**src/rtl/mem_to_reg_pkg.sv**
```systemverilog
// Default register-bus request/response types for the mem_to_reg bridge.
// Integrators may substitute their own structs that have the same field names.
`timescale 1ns/1ps
package mem_to_reg_pkg;

  localparam int unsigned REG_AW = 32;
  localparam int unsigned REG_DW = 32;

  typedef struct packed {
    logic                  valid;
    logic                  write;
    logic [REG_AW-1:0]     addr;
    logic [REG_DW-1:0]     wdata;
    logic [REG_DW/8-1:0]   wstrb;
  } reg_req_t;

  typedef struct packed {
    logic                  ready;
    logic [REG_DW-1:0]     rdata;
    logic                  error;
  } reg_rsp_t;

  // A response pulse is produced for every read, and for writes only when enabled.
  function automatic logic resp_enable(input logic write, input logic wr_rsp);
    return ~write | wr_rsp;
  endfunction

endpackage

```
**src/rtl/mem_to_reg.sv**
```systemverilog
// Bridge from an SRAM-style req/gnt/rvalid initiator to the valid/ready register bus.
// At most one transaction is in flight; the request is fully registered before it reaches the bus.
`timescale 1ns/1ps
module mem_to_reg
  import mem_to_reg_pkg::*;
#(
  parameter int unsigned AW    = 16,
  parameter int unsigned DW    = 32,
  parameter type         req_t = reg_req_t,
  parameter type         rsp_t = reg_rsp_t,
  parameter bit          WrRsp = 1'b0
) (
  input  logic          clk_i,
  input  logic          rst_i,
  input  logic          req_i,
  output logic          gnt_o,
  input  logic          we_i,
  input  logic [AW-1:0] addr_i,
  input  logic [DW-1:0] wdata_i,
  input  logic [DW/8-1:0] wstrb_i,
  output logic [DW-1:0] rdata_o,
  output logic          rvalid_o,
  output logic          rerror_o,
  output logic          wr_err_o,
  input  logic          wr_err_clr_i,
  output req_t          reg_req_o,
  input  rsp_t          reg_rsp_i
);

  typedef enum logic [1:0] {
    IDLE = 2'd0,
    BUSY = 2'd1,
    DONE = 2'd2
  } state_e;

  req_t reg_req_d;

  localparam int unsigned RegAw = $bits(reg_req_d.addr);
  localparam int unsigned RegDw = $bits(reg_req_d.wdata);

  if (AW > RegAw) begin : g_aw_too_wide
    $error("mem_to_reg: AW exceeds register bus address width");
  end
  if (DW != RegDw) begin : g_dw_mismatch
    $error("mem_to_reg: DW must equal register bus data width");
  end
  if ((DW % 8) != 0) begin : g_dw_not_bytes
    $error("mem_to_reg: DW must be a multiple of 8");
  end

  state_e            state_q, state_d;
  logic              write_q;
  logic [AW-1:0]     addr_q;
  logic [DW-1:0]     wdata_q;
  logic [DW/8-1:0]   wstrb_q;
  logic [DW-1:0]     rdata_q;
  logic              error_q;
  logic              resp_en_q;
  logic              wr_err_q;

  logic              accept;
  logic              rsp_take;
  logic              wr_err_set;

  assign accept     = req_i & gnt_o;
  assign rsp_take   = (state_q == BUSY) & reg_rsp_i.ready;
  assign wr_err_set = rsp_take & write_q & reg_rsp_i.error & ~WrRsp;

  // State register
  always_ff @(posedge clk_i or posedge rst_i) begin
    if (rst_i) begin
      state_q <= IDLE;
    end else begin
      state_q <= state_d;
    end
  end

  // Next-state decode; ready outside BUSY has no effect
  always_comb begin
    state_d = state_q;
    unique case (state_q)
      IDLE, DONE: state_d = req_i ? BUSY : IDLE;
      BUSY:       state_d = reg_rsp_i.ready ? DONE : BUSY;
      default:    state_d = IDLE;
    endcase
  end

  // Output decode: grant and bus valid depend on state only, never on reg_rsp_i
  always_comb begin
    gnt_o              = (state_q != BUSY);
    rvalid_o           = (state_q == DONE) & resp_en_q;
    reg_req_d          = '0;
    reg_req_d.valid    = (state_q == BUSY);
    reg_req_d.write    = write_q;
    reg_req_d.addr[AW-1:0] = addr_q;
    reg_req_d.wdata    = wdata_q;
    reg_req_d.wstrb    = wstrb_q;
  end

  assign reg_req_o = reg_req_d;

  // Request capture on grant
  always_ff @(posedge clk_i or posedge rst_i) begin
    if (rst_i) begin
      write_q <= 1'b0;
      addr_q  <= '0;
      wdata_q <= '0;
      wstrb_q <= '0;
    end else if (accept) begin
      write_q <= we_i;
      addr_q  <= addr_i;
      wdata_q <= wdata_i;
      wstrb_q <= wstrb_i;
    end
  end

  // Response capture on ready; write responses carry zero data
  always_ff @(posedge clk_i or posedge rst_i) begin
    if (rst_i) begin
      rdata_q   <= '0;
      error_q   <= 1'b0;
      resp_en_q <= 1'b0;
    end else if (rsp_take) begin
      rdata_q   <= write_q ? '0 : reg_rsp_i.rdata;
      error_q   <= reg_rsp_i.error;
      resp_en_q <= resp_enable(write_q, WrRsp);
    end
  end

  // Sticky write-error flag; a new error outranks a simultaneous clear
  always_ff @(posedge clk_i or posedge rst_i) begin
    if (rst_i) begin
      wr_err_q <= 1'b0;
    end else if (wr_err_set) begin
      wr_err_q <= 1'b1;
    end else if (wr_err_clr_i) begin
      wr_err_q <= 1'b0;
    end
  end

  assign rdata_o  = rdata_q;
  assign rerror_o = error_q;
  assign wr_err_o = wr_err_q;

endmodule

```
**config.mk**
```make
export PLATFORM = sky130hd
export DESIGN_NAME = mem_to_reg
export DESIGN_NICKNAME = d
export VERILOG_FILES = /design/src/rtl/mem_to_reg_pkg.sv /design/src/rtl/mem_to_reg.sv
export SDC_FILE = /design/constraint.sdc
export NUM_CORES = 1
export LEC_CHECK = 0
export CAP_MARGIN = 20
export CORE_MARGIN = 4
export CORE_UTILIZATION = 45
export CTS_BUF_LIST = sky130_fd_sc_hd__clkbuf_2 sky130_fd_sc_hd__clkbuf_4 sky130_fd_sc_hd__clkbuf_8
export DETAILED_ROUTE_END_ITERATION = 16
export PLACE_DENSITY_LB_ADDON = 0.05
export SETUP_SLACK_MARGIN = 0.1
export SLEW_MARGIN = 20
export SYNTH_ARGS = -nofsm -noshare
export SYNTH_HDL_FRONTEND = slang
export SYNTH_SLANG_ARGS = --single-unit
```
**constraint.sdc**
```tcl
create_clock -name clk_i -period 6.4 [get_ports clk_i]
set_clock_uncertainty 0.2 [all_clocks]
set_input_delay 1.28 -clock clk_i [delete_from_list [all_inputs] [get_ports clk_i]]
set_output_delay 1.28 -clock clk_i [all_outputs]
set_load 0.005 [all_outputs]
```
==> impl_results.md, run 1 <==
- Status: finished clean
- Synth area leaders: dfrtp_1 58%, mux2_4 19%, nand2b_1 5.1%, o21ai_0 4.1%, buf_4 3.5%
- CP Cell Sequence: clkdlybuf4s50_1
- Synth Area per Inst: 13.6 sq um
- Fmax: 292 MHz
- Ant. Diodes: 0
- Register area: 2250 sq um
- PwrDens: 303 nW/um^2
- Routed via count: 2636
- Layout cell share with drive strength beyond 1: 16.3%
- Postcts setup bufs: 0
- First-pass GRT wire length: 14000 um
- R2R Setup Slk: 4.52 ns
- Gr usage total: 17.8%
- Vias in the first global route: 2664
- Yosys reg bits: 90
- Setup TNS: 0 ns
- Gate Count Post-Synth: 288
- Power Total: 1.77 mW
- Final Cycle Share: 53.6%
- Clock sinks: 90
- Crit path max-delay family: flip-flops
- P&R area growth vs syn: 49.8%
- Clk slew on worst S/H paths: 0.08 ns
- Clock Root Buffer: clkbuf_8
- Slew margin rel.: 40.5%
- # fillers: 634
- Largest net degree at the start of global routing: 70
- FF-to-FF Start: state_q[0]
- Crit end category: primary output
- Layout net count: 554
- Clock buffer depth: 2
- Iter 0 DRT Violations: 37
- DR pass1 iterations: 3
- Hold Path Stages: 2
- Crit start category: flop
- Gr ovfl total: 0
- Critical Path RT: 4.92 ns
- Synth Warn #: 0
- Multi-input gate area: 1430 sq um
- Starting density of the core: 46.8%
- Crit path max fanout: 36
- Latest clock arrival within the worst-skew pair: 0.34 ns
- Synth unique cells: 19
- Buffers and inverters on the worst path: 1
- Initial antenna violation count: 0
- Final ANT Viol Nets: 0
- Post-DP HPWL: 6720 um
- Die X: 101 um
- Final hold violations: 0
- Die height: 101 um
- Post-synthesis sequential area ratio: 57.6%
- Gpl congestion: 0.739
- R2R Path End: addr_q[13]
- WHS: 0.279 ns
- Post-synth top area share: 57.6%
- Hold_buf cts: 0
- CTS resizes: 0
- CP max-delay cell: dfrtp_1
- Total wire length: 9120 um
- RSZ-0062 raised after global routing: no
- Worst reg2reg path depth: 4
- CTS Buf Count: 9
- Hold EP: rdata_o[13]
- Tmin final: 3.43 ns
- WS Path Type: reg2out
- Leak Pwr: 2.64 nW
- Die ar.: 10200 sq um
- Hold crit path type: reg2reg
- Num rows: 33
- Core area: 8340 sq um
- Maximum vdd drop: 0.000182 V
- Max Slew Vio Count: 0
- Io pins: 197
- # setup viols final: 0
- DRC: 0
- Port bufs: 180
- Avg Vias per Cell: 4.61
- WL/cell: 15.9 um
- Max-Cap Viols: 0
- CTS tree: built
- Mapped cell area: 3910 sq um
- Cell taking the most area after synthesis: dfrtp_1
- Max incr delay on CP: 0.93 ns
- Slew @ Worst Pin: 0.893 ns
- H-tree levels: 3
- Hold Startpoint: rdata_o[13]
- WP data arrival: 1.95 ns
## per-layer routing
| metal | routed length, um | global-route usage (%) |
|---|---|---|
| met4 | 207 | 7.46 |
| met5 | 0 | 0 |
| met1 | 3800 | 22.6 |
| met3 | 944 | 6.75 |
| met2 | 4170 | 27.3 |
## where the power goes
group          switching (mW)  internal, mW  total [mW]
logic                   0.177         0.407       0.584
registers              0.0804         0.698       0.779
clock network           0.191         0.222       0.412
total                   0.448          1.33        1.77
## synthesized netlist by cell type, drive strengths merged
| library cell | instances |
|---|---|
| mux2 | 55 |
| buf | 25 |
| nand2 | 36 |
| nand2b | 32 |
| conb | 1 |
| dfrtp | 90 |
| inv | 4 |
| o21ai | 33 |
| clkbuf | 7 |
| nor2b | 1 |
| nor2 | 2 |
| o22ai | 1 |
| nand3b | 1 |
## cell type report
cell class / count / area share, %
Multi-Input combinational cell: 177 / 24.4
Clock inverter: 5 / 1.37
Inverter: 4 / 0.321
Clock buffer: 10 / 2.24
Tap cell: 105 / 2.24
Sequential cell: 90 / 38.5
Timing Repair Buffer: 181 / 30.9
## sequential cells by signal, summed over array words and instances, names as in the netlist
signal     flops
write_q        1
resp_en_q      1
rdata_o       32
wr_err_o       1
wdata_q       32
addr_q        16
wstrb_q        4
rerror_o       1
state_q        2
## placed cells by master, fill, tap and decap left out, types with 2 or more instances in the layout
master / count
conb_1: 16
mux2_2: 5
mux2_4: 50
inv_1: 2
clkbuf_8: 9
nand2b_1: 32
nor2_1: 2
clkinvlp_4: 2
clkinv_2: 2
nand2_1: 35
clkdlybuf4s50_1: 180
bufinv_16: 2
dfrtp_1: 90
o21ai_0: 32
## metrics by stage
stage	area, sq um	std cells	util (%)	worst slack (ns)
CTS	5850	572	70.1	2.89
finish	5850	572	70.2	2.97
global route	5850	572	70.2	2.81
floorplan	3960	303	-	2.58
global placement	5630	557	67.6	2.85
detailed placement	5630	557	67.6	2.80
## worst max-delay path by stage
stage	start	endpoint	depth (start not counted)	slack, ns
after CTS	write_q	reg_req_o[68]	1	2.89
after global placement	reg_rsp_i[33]	rerror_o	3	2.85
after global routing	write_q	reg_req_o[68]	1	2.81
after detailed placement	reg_rsp_i[33]	rerror_o	3	2.80
final	write_q	reg_req_o[68]	1	2.97
after floorplan	rst_i	addr_q[0]	1	2.58
## cell families (layout without fill, tap and decap cells)
family	count (synthesis)	in the layout	share of synthesized area (%)
AOI/OAI and AO/OA	34	34	4.39
DFF	90	90	57.6
muxes	55	55	20.7
other	1	16	0.0960
and+or+nand+nor	72	72	9.83
buffers and inverters	36	200	7.40
Power figures use the tool's default switching activity.
==> run 2, diff against run 1 <==
CORE_UTILIZATION = 41   (was 45)
clock period = 3.35 ns   (was 6.4 ns; I/O delays follow)
==> run 2 against run 1 <==
Effect of this change:
- final cell count up 5.2%
- non-clock buffer count up 5
- clock power up 110%
- critical endpoint is now rvalid_o
- highest routed layer unchanged
- total power up 95%
- combinational power up 95%
==> impl_results.md, run 2 (synthesized netlist as in run 1, its figures left out) <==
- Core area: 9240 sq um (+11%)
- Max Slew Vio Count: 0 (unchanged)
- Clock sinks: 90 (unchanged)
- DR pass1 iterations: 4 (+1)
- Combinational share of power: 32.9% (about the same)
- CP startpoint: state_q[1]
- Met1 Use GR: 21.6% (-0.94 points)
- CTS resizes: 0 (unchanged)
- RSZ-0062 raised after global routing: no
- Final hold violations: 0 (unchanged)
- Gpl congestion: 0.731 (-1.1%)
- Gr usage total: 16.5% (-1.3 points)
- Maximum vdd drop: 0.000304 V (+67%)
- Latest clock arrival within the worst-skew pair: 0.35 ns (about the same)
- Fmax: 422 MHz
- Tmin final: 2.37 ns
- Internal Power: 2.58 mW (+95%)
- Total wire length: 9260 um (+1.6%)
- Clock Power Share: 24.5% (+1.3 points)
- Final Cycle Share: 70.8%
- CTS Buf Count: 9 (unchanged)
- M2 GR Usage: 26.0% (-1.4 points)
- Switch share: 25.3% (+0.066 points)
- Worst Slack Setup Final: 0.979 ns (-1.99 ns)
- Ant. Diodes: 0 (unchanged)
- Postcts setup bufs: 0 (unchanged)
- # setup viols final: 0 (unchanged)
- Max-Cap Viols: 0 (unchanged)
- CTS tree: built
- Placed cell area: 5700 sq um (+1.2%)
- Layout cell share with drive strength beyond 1: 17.3% (+1.1 points)
- Crit end category: primary output
- First-pass GRT wire length: 14600 um (+3.9%)
- Gr busiest metal: met2
- Num rows: 35 (+6.1%)
- Largest net degree at the start of global routing: 54 (-23%)
- Iter 0 DRT Violations: 80 (+120%)
- Port bufs: 180 (unchanged)
- Crit path max fanout: 4 (-89%)
- Starting density of the core: 42.3% (-4.6 points)
- Hold crit path type: reg2reg
- Setup TNS: 0 ns (unchanged)
- Io pins: 197 (unchanged)
- Final ANT Viol Nets: 0 (unchanged)
- Clock buffer depth: 2 (unchanged)
- Initial antenna violation count: 0 (unchanged)
- P&R area growth vs syn: 52.0%
- Met3 Usage GRT: 5.14% (-1.6 points)
- Slew margin rel.: 60.7% (+20 points)
- Critical Path RT: 2.48 ns (-2.44 ns)
- Die height: 106 um (+4.4%)
- Layout net count: 559 (+0.90%)
- Vias in the first global route: 2711 (+1.8%)
- H-tree levels: 3 (unchanged)
- Hold Startpoint: rdata_o[17]
- Switch Pwr: 875 uW (+95%)
- WL/cell: 15.4 um (-3.5%)
- DRC: 0 (unchanged)
- Crit start category: flop
- FF-to-FF Start: state_q[1]
- Power share of the sequential group: 42.6% (-1.3 points)
- CP Cell Sequence: nand2_1 -> nor2_1 -> clkdlybuf4s50_1
- Status: finished clean
- Clock Root Buffer: clkbuf_8
- Clk slew on worst S/H paths: 0.08 ns (about the same)
- WS Path Type: reg2out
- Post-DP HPWL: 6780 um (+0.78%)
- Most frequent cells in the layout: 180 x clkdlybuf4s50_1, 90 x dfrtp_1, 50 x mux2_4
- CP max-delay cell: clkdlybuf4s50_1
- Avg Vias per Cell: 4.45 (-3.4%)
- Max incr delay on CP: 0.52 ns (-0.41 ns)
- Commonest non-fill, non-tap cell in the layout: clkdlybuf4s50_1
- Crit path max-delay family: buffers and inverters
- Die X: 106 um (+4.4%)
- Die ar.: 11200 sq um (+9.0%)
- Leak Pwr: 2.67 nW (+1.0%)
- Slew @ Worst Pin: 0.590 ns (-0.303 ns)
- Hold_buf cts: 0 (unchanged)
- Dpl ws: 0.868 ns (-1.93 ns)
- WHS: 0.288 ns (+0.00872 ns)
- Final instance area: 5940 sq um (+1.4%)
- Gr ovfl total: 0 (unchanged)
- Routed via count: 2679 (+1.6%)
- WP data arrival: 1.50 ns (-0.45 ns)
- Buffers and inverters on the worst path: 1 (unchanged)
- PwrDens: 582 nW/um^2 (+92%)
run 2: cell types whose count changed in the layout (fill, tap and decap cells not counted), sizes merged:
cell / delta
clkinvlp: -1
clkbuf: +1
inv: +1
buf: +5
run 2: layout make-up:
cell class	count	area, sq um
inverters	4	18.8
fillers	737	3300
clock inverters	5	85.1
flip-flops and latches	90	2250
multi-input cells	177	1420
well taps	129	161
clock buffers	11	151
repair buffers	186	1850
run 2: stage by stage:
step                power, mW  std cells  utilization, %
floorplan                1.97        303               -
global placement         2.63        586            61.7
detailed placement       2.65        586            61.7
CTS                      3.51        602            64.3
global route             3.65        602            64.3
finish                   3.46        602            64.3
run 2: layer usage:
metal | vias to the layer above | share of wire [%]
met1 | 1280 | 43
met3 | 10 | 8.8
li1 | 1274 | -
met5 | - | 0
met4 | 0 | 1.1
met2 | 115 | 47
run 2: worst paths after layout:
check                              endpoint  slack (ns)  cells after the start
max in group asynchronous        wdata_q[6]        1.80                      3
worst max register to register   rdata_o[7]        1.47                      4
worst max-delay path               rvalid_o        0.98                      3
min in group asynchronous        wstrb_q[1]        0.48                      2
worst min-delay path            rdata_o[17]        0.29                      2
worst min register to register  rdata_o[17]        0.29                      2
run 2: worst min-delay path, stage by stage (launching register included):
cell	delay, ns
dfrtp_1	0.35
nand2_1	0.05
o21ai_0	0.06
run 2: power by group through the flow:
stage | Sequential (mW) | Combinational [mW] | Clock [mW]
2_1_floorplan | 1.51 | 0.469 | 0
3_3_place_gp | 1.48 | 1.14 | 0
3_5_place_dp | 1.49 | 1.16 | 0
4_1_cts | 1.48 | 1.16 | 0.875
5_1_grt | 1.51 | 1.23 | 0.910
6_report | 1.47 | 1.14 | 0.846
